==> config.mk <==
export PLATFORM = sky130hd
export DESIGN_NAME = stack_alu_ctrl
export DESIGN_NICKNAME = d
export VERILOG_FILES = /design/src/rtl/stack_alu_ctrl.sv
export SDC_FILE = /design/constraint.sdc
export NUM_CORES = 1
export LEC_CHECK = 0
export ABC_AREA = 1
export CORE_ASPECT_RATIO = 0.6
export CORE_MARGIN = 8
export CORE_UTILIZATION = 45
export DETAILED_ROUTE_END_ITERATION = 10
export PLACE_DENSITY = 0.71
export SETUP_SLACK_MARGIN = 0.2
export SLEW_MARGIN = 20
export SYNTH_ARGS = -nofsm -noshare
export SYNTH_HDL_FRONTEND = slang
export SYNTH_SLANG_ARGS = --single-unit
==> constraint.sdc <==
create_clock -name clk -period 4.4 [get_ports clk]
set_input_delay 0.88 -clock clk [delete_from_list [all_inputs] [get_ports clk]]
set_output_delay 0.88 -clock clk [all_outputs]
set_load 0.01 [all_outputs]
==> src/rtl/stack_alu_ctrl.sv <==
// stack_alu_ctrl: command-driven RPN controller for an external 8-entry byte LIFO.
// Turns each accepted command into push/pop strobes, combines popped operands
// in an 8-bit ALU and pushes arithmetic results back onto the stack.
module stack_alu_ctrl #(
  parameter int DEPTH = 8,
  parameter int CW    = 4
) (
  input  logic          clk,
  input  logic          rst,
  input  logic          cmd_valid,
  output logic          cmd_ready,
  input  logic [2:0]    cmd_op,
  input  logic [7:0]    cmd_data,
  output logic          stk_wn,
  output logic          stk_rn,
  output logic [7:0]    stk_din,
  input  logic [7:0]    stk_dout,
  input  logic          stk_full,
  input  logic          stk_empty,
  output logic          res_valid,
  output logic [7:0]    res_data,
  output logic          err,
  output logic [CW-1:0] depth
);

  localparam logic [2:0] OP_PUSH = 3'd0;
  localparam logic [2:0] OP_ADD  = 3'd1;
  localparam logic [2:0] OP_SUB  = 3'd2;
  localparam logic [2:0] OP_AND  = 3'd3;
  localparam logic [2:0] OP_OR   = 3'd4;
  localparam logic [2:0] OP_XOR  = 3'd5;
  localparam logic [2:0] OP_POP  = 3'd6;
  localparam logic [2:0] OP_DUP  = 3'd7;

  localparam logic [CW-1:0] DEPTH_C = CW'(DEPTH);
  localparam logic [CW-1:0] ONE     = CW'(1);
  localparam logic [CW-1:0] TWO     = CW'(2);

  typedef enum logic [2:0] {
    IDLE,
    POP_B,
    WAIT_B,
    POP_A,
    WAIT_A,
    PUSH
  } state_t;

  state_t      state;
  state_t      next_state;
  logic [2:0]  op_q;
  logic [7:0]  data_q;
  logic [7:0]  a_q;
  logic [7:0]  b_q;
  logic        second_q;
  logic        legal;
  logic        accept;
  logic [7:0]  alu_r;

  assign accept = cmd_valid && cmd_ready;

  // Decide whether the offered command fits the current stack occupancy.
  always_comb begin
    legal = 1'b0;
    case (cmd_op)
      OP_PUSH: legal = (depth < DEPTH_C);
      OP_POP:  legal = (depth >= ONE);
      OP_DUP:  legal = (depth >= ONE) && (depth < DEPTH_C);
      default: legal = (depth >= TWO);
    endcase
  end

  // ALU: A is the deeper operand, B the former top of stack; results wrap at 8 bits.
  always_comb begin
    alu_r = b_q;
    case (op_q)
      OP_ADD:  alu_r = a_q + b_q;
      OP_SUB:  alu_r = a_q - b_q;
      OP_AND:  alu_r = a_q & b_q;
      OP_OR:   alu_r = a_q | b_q;
      OP_XOR:  alu_r = a_q ^ b_q;
      default: alu_r = b_q;
    endcase
  end

  // Next-state and strobe generation; every strobe is a pure function of the state.
  always_comb begin
    next_state = state;
    cmd_ready  = 1'b0;
    stk_wn     = 1'b0;
    stk_rn     = 1'b0;
    stk_din    = 8'h00;
    res_valid  = 1'b0;
    res_data   = 8'h00;
    case (state)
      IDLE: begin
        cmd_ready = 1'b1;
        if (cmd_valid && legal) begin
          next_state = (cmd_op == OP_PUSH) ? PUSH : POP_B;
        end
      end
      POP_B: begin
        stk_rn     = 1'b1;
        next_state = WAIT_B;
      end
      WAIT_B: begin
        if (op_q == OP_POP) begin
          res_valid  = 1'b1;
          res_data   = stk_dout;
          next_state = IDLE;
        end else if (op_q == OP_DUP) begin
          next_state = PUSH;
        end else begin
          next_state = POP_A;
        end
      end
      POP_A: begin
        stk_rn     = 1'b1;
        next_state = WAIT_A;
      end
      WAIT_A: begin
        next_state = PUSH;
      end
      PUSH: begin
        stk_wn = 1'b1;
        if (op_q == OP_PUSH) begin
          stk_din    = data_q;
          next_state = IDLE;
        end else if (op_q == OP_DUP) begin
          stk_din = b_q;
          if (second_q) begin
            res_valid  = 1'b1;
            res_data   = b_q;
            next_state = IDLE;
          end
        end else begin
          stk_din    = alu_r;
          res_valid  = 1'b1;
          res_data   = alu_r;
          next_state = IDLE;
        end
      end
      default: next_state = IDLE;
    endcase
  end

  // State register.
  always_ff @(posedge clk) begin
    if (rst) begin
      state <= IDLE;
    end else begin
      state <= next_state;
    end
  end

  // Command capture, operand latching and the DUP second-push flag.
  always_ff @(posedge clk) begin
    if (rst) begin
      op_q     <= OP_PUSH;
      data_q   <= 8'h00;
      a_q      <= 8'h00;
      b_q      <= 8'h00;
      second_q <= 1'b0;
    end else begin
      if (accept) begin
        op_q   <= cmd_op;
        data_q <= cmd_data;
      end
      if (state == WAIT_B) begin
        b_q <= stk_dout;
      end
      if (state == WAIT_A) begin
        a_q <= stk_dout;
      end
      second_q <= (state == PUSH) && (op_q == OP_DUP) && !second_q;
    end
  end

  // Occupancy tracking and the sticky error flag (illegal command or LIFO flag disagreement).
  always_ff @(posedge clk) begin
    if (rst) begin
      depth <= '0;
      err   <= 1'b0;
    end else begin
      if (stk_wn) begin
        depth <= depth + ONE;
      end else if (stk_rn) begin
        depth <= depth - ONE;
      end
      if ((accept && !legal) || (stk_wn && stk_full) || (stk_rn && stk_empty)) begin
        err <= 1'b1;
      end
    end
  end

endmodule

==> summary.md <==
The run finished with clean final reports. The logs give 2840 µm² for the area of the mapped netlist and 0 for the number of buffers inserted by hold repair at cts. Static power due to leakage: 0.00158 µW. For this run, the post-layout net count is 517.

For the top-level I/O count, the log shows 49. The largest area contributor in the synthesized netlist was sky130_fd_sc_hd__dfxtp_1. The instance count after placement with tap cells included was 542; the number of flops mapped to enable cells by yosys was 0. The routability congestion estimate from global placement is 0.867, and the initial detailed-routing violation count is 195. Counting distinct cell types in the post-synthesis netlist gives 44. Traced cell by cell, the critical path runs through inv_1, ha_1, inv_1, nor3_1, or2_2, xor2_1, ha_1, nand2_1, nand2_1, nand2_1, nand2_1, a21oi_1, nand3_1, nand3_1, nand2_1, nand2_2, a21oi_2, clkdlybuf4s50_1. The sequential share of power is 22.1%, and the area of the die is 9190 µm². The worst path required time was 3.52 ns. The number of instances in the synthesized netlist came out at 421.

For this run, the leading register cell type out of synthesis is sky130_fd_sc_hd__dfxtp_1. The cell sitting at the root of the clock tree is a sky130_fd_sc_hd__clkbuf_8. The global-route usage over all layers came out at 18.3%.

The initial core utilization was 46.5%; the combinational share of power was 65.3%. The share of synthesized flip-flops with an asynchronous set or reset works out to 0%. The number of vias per cell after detailed routing came out at 5.38. Setup repair after global routing could not meet its margin everywhere.

After filler insertion, the fill cell instance count of the layout stands at 635. Entering global routing, the biggest net connects 36 pins. The run gives 6110 µm² as the area of the core. The timing endpoint of the critical path is stk_din[7]. The run gives 2718 as the via count of the first global-routing pass. The tools report the part of the Yosys area used for sequential elements as 25.4%. For the worst flop-to-flop path, the logic depth is 6.

Power spread over the standard cell area amounts to 675 nW/µm². The per-instance average area after synthesis was 6.74 µm². The number of max-slew violations in the final report was 0.

In the post-synthesis netlist, the biggest area contributors are sky130_fd_sc_hd__dfxtp_1 25%, sky130_fd_sc_hd__nand2_1 12%, sky130_fd_sc_hd__ha_1 12%. The tools report the start point of the critical path as b_q[0]. The peak supply drop is 238 µV, and the final routed wire length divided by cell count is 15.6 µm.

Derived from the worst setup path, the maximum achievable clock frequency is 247 MHz. sky130_fd_sc_hd__nand2_1 is the most common cell in the netlist. The tools report the number of maximum-capacitance violations as 0. For this run the aggregate overflow at the end of global routing stands at 0.

Summed over all nets, the switching power comes to 1220 µW. The synthesis-stage register bit count was 36. In this run the remaining antenna-violating nets after routing total 0.

The clock transition time at the flip-flop clock pins of the worst setup and hold paths is 0.07 ns, and the die height is 77.5 µm. For the count of unresolved DRC violations after routing, the log shows 0. The worst setup path is launched from a flop. The cell family contributing the most delay on the critical path is simple AND/OR/NAND/NOR gates. The critical path contains buffers and inverters numbering 3 combined. Number of hold violations in the final report: 0.

The fraction of post-synthesis cell area in the top cell type by area was 25.4%. Worst reg-to-reg setup slack: 2.54 ns. For this run, the detailed router's first-pass iteration total came to 6.

The run gives 2960 as the number of vias after detailed routing. The run gives 0 as the antenna diode count. For the worst setup path, the data arrival time is 3.17 ns. In this run the tool buffered the top-level ports with 48 buffer cells. The clock network burns 12.6% of the power. The number of nets handed over by synthesis was 473. The maximum net fanout on the critical path is 5, and the CTS H-tree depth is 2. The relative max-transition margin is 64.9%, and the setup skew after layout is 0.00770 ns.

Net switching is 51.4% of the power. The setup path with the least slack is of type reg2out. Total negative slack: 0 ns. By count the netlist is led by 93 x sky130_fd_sc_hd__nand2_1, 47 x sky130_fd_sc_hd__inv_1, 38 x sky130_fd_sc_hd__nor2_1, 36 x sky130_fd_sc_hd__dfxtp_1, 33 x sky130_fd_sc_hd__a21oi_1.

The first global-routing pass estimated 13900 µm of wire. The class of the most critical hold timing path was reg2reg. Counting I/O delays and the setup requirement, the final critical path takes 4.05 ns.

The die span in x came out at 119 µm. In this run the critical register-to-register path is launched from state[0]. Part of the cycle the worst path needs: 92.0%. The actual slew at the worst max-slew pin was 0.525 ns. The peak per-stage delay on the critical path came out at 0.54 ns. The critical path runs through a total of 18 cells. TritonCTS built the clock tree.

Clock sink count: 36. The initial antenna violation count came out at 0. CTS buffer count: 5.

Wires add up to 8560 µm. The ratio of cells with drive above 1 in the final layout works out to 11.8%. At the later pin of the worst-skew pair, clock insertion delay measures 0.30 ns. Setup violations remaining at the end of the flow were counted as 0. The area growth from synthesis to layout is 23.4%. The finished layout holds 550 standard cells, fillers aside.

Counting stages on the worst path, the most repeated cell is sky130_fd_sc_hd__nand2_1. For the detailed placer's ending HPWL, the log shows 6600 µm. On the critical path, the stage with the largest delay is an instance of sky130_fd_sc_hd__clkdlybuf4s50_1. Count of standard-cell rows: 22. The tools report the category of the worst setup path capture point as an output port. The worst reg2reg path endpoint was op_q[0]. For this run, the number of Yosys warnings is 0.

The run gives 1150 µW as the internal portion of total power. In this run the deepest clock path goes through 2 buffers.
[layout by cell type (no fill, tap or decap), types with 6 or more instances in the layout]
cell	n
sky130_fd_sc_hd__inv_1	47
sky130_fd_sc_hd__nor3_1	7
sky130_fd_sc_hd__clkdlybuf4s50_1	42
sky130_fd_sc_hd__o21ai_1	6
sky130_fd_sc_hd__a21oi_1	32
sky130_fd_sc_hd__dfxtp_1	34
sky130_fd_sc_hd__a21oi_2	6
sky130_fd_sc_hd__nand2_1	92
sky130_fd_sc_hd__a211oi_1	12
sky130_fd_sc_hd__o21ai_0	17
sky130_fd_sc_hd__inv_2	10
sky130_fd_sc_hd__dlymetal6s2s_1	6
sky130_fd_sc_hd__xor2_1	6
sky130_fd_sc_hd__ha_1	27
sky130_fd_sc_hd__nor2_1	38
sky130_fd_sc_hd__nand2_2	6
sky130_fd_sc_hd__nand3_1	23
[worst min-delay path by stage]
stage,from,endpoint,slack (ns),cells after the start
after floorplan,data_q[0],data_q[0],0.44,2
after global placement,data_q[2],data_q[2],0.45,2
after detailed placement,data_q[1],data_q[1],0.45,2
after CTS,data_q[4],data_q[4],0.46,2
after global routing,data_q[6],data_q[6],0.48,2
final,data_q[4],data_q[4],0.46,2
[per-layer routing]
metal	global-route usage, %	part of all wire (%)
met2	26.7	41
met1	25.9	49
met5	0	0
met4	3.14	0.51
met3	5.71	9.2
[power by group through the flow]
stage                     clock (µW)  sequential, µW  combinational [µW]
after floorplan                    0             504                1120
after global placement             0             525                1470
after detailed placement           0             526                1500
after CTS                        299             520                1510
after global routing             317             539                1730
final                            298             524                1540
[what timing repair did]
action | CTS | global route
endpoints found under the setup margin | 0 | 9
resized for setup | 0 | 11
buffers inserted | 0 | 0
[metrics by stage]
step / util [%] / setup slack, ns / instance area [µm²] / hold WS (ns) / total power (µW)
2_1_floorplan: - / 1.30 / 2840 / 0.437 / 1630
3_3_place_gp: 55.2 / 0.666 / 3370 / 0.448 / 2000
3_5_place_dp: 55.2 / 0.594 / 3370 / 0.452 / 2030
4_1_cts: 57.0 / 0.256 / 3480 / 0.462 / 2330
5_1_grt: 57.4 / 0.112 / 3500 / 0.479 / 2590
6_report: 57.4 / 0.354 / 3500 / 0.458 / 2370
[logic make-up (layout without fill, tap and decap cells)]
family / count (synthesis) / count (layout) / share of synthesized area, %
flops: 36 / 36 / 25.4
compound gates: 94 / 94 / 20.9
xor+xnor: 7 / 7 / 2.16
fa+ha+maj: 28 / 28 / 12.6
buf+inv: 71 / 116 / 10.0
simple gates: 185 / 185 / 29.0
[state kept, by name, summed over array words and instances, names as in the netlist]
register,cells
a_q,8
b_q,8
data_q,8
depth,4
op_q,3
state,3
err,1
second_q,1
[worst min-delay path: stages, from the launching register on]
cell and delay (ns):
sky130_fd_sc_hd__dfxtp_1 0.31, sky130_fd_sc_hd__nand2_1 0.06, sky130_fd_sc_hd__a21oi_1 0.05
[area by class of cell]
class | count | area, µm² | area share [%]
Clock buffer | 6 | 72.6 | 2.07
Clock inverter | 2 | 35.0 | 1.00
Timing Repair Buffer | 49 | 503 | 14.4
Tap cell | 84 | 105 | 3.00
Multi-Input combinational cell | 314 | 1840 | 52.5
Sequential cell | 36 | 723 | 20.6
Inverter | 59 | 225 | 6.43
Power figures use the tool's default switching activity.
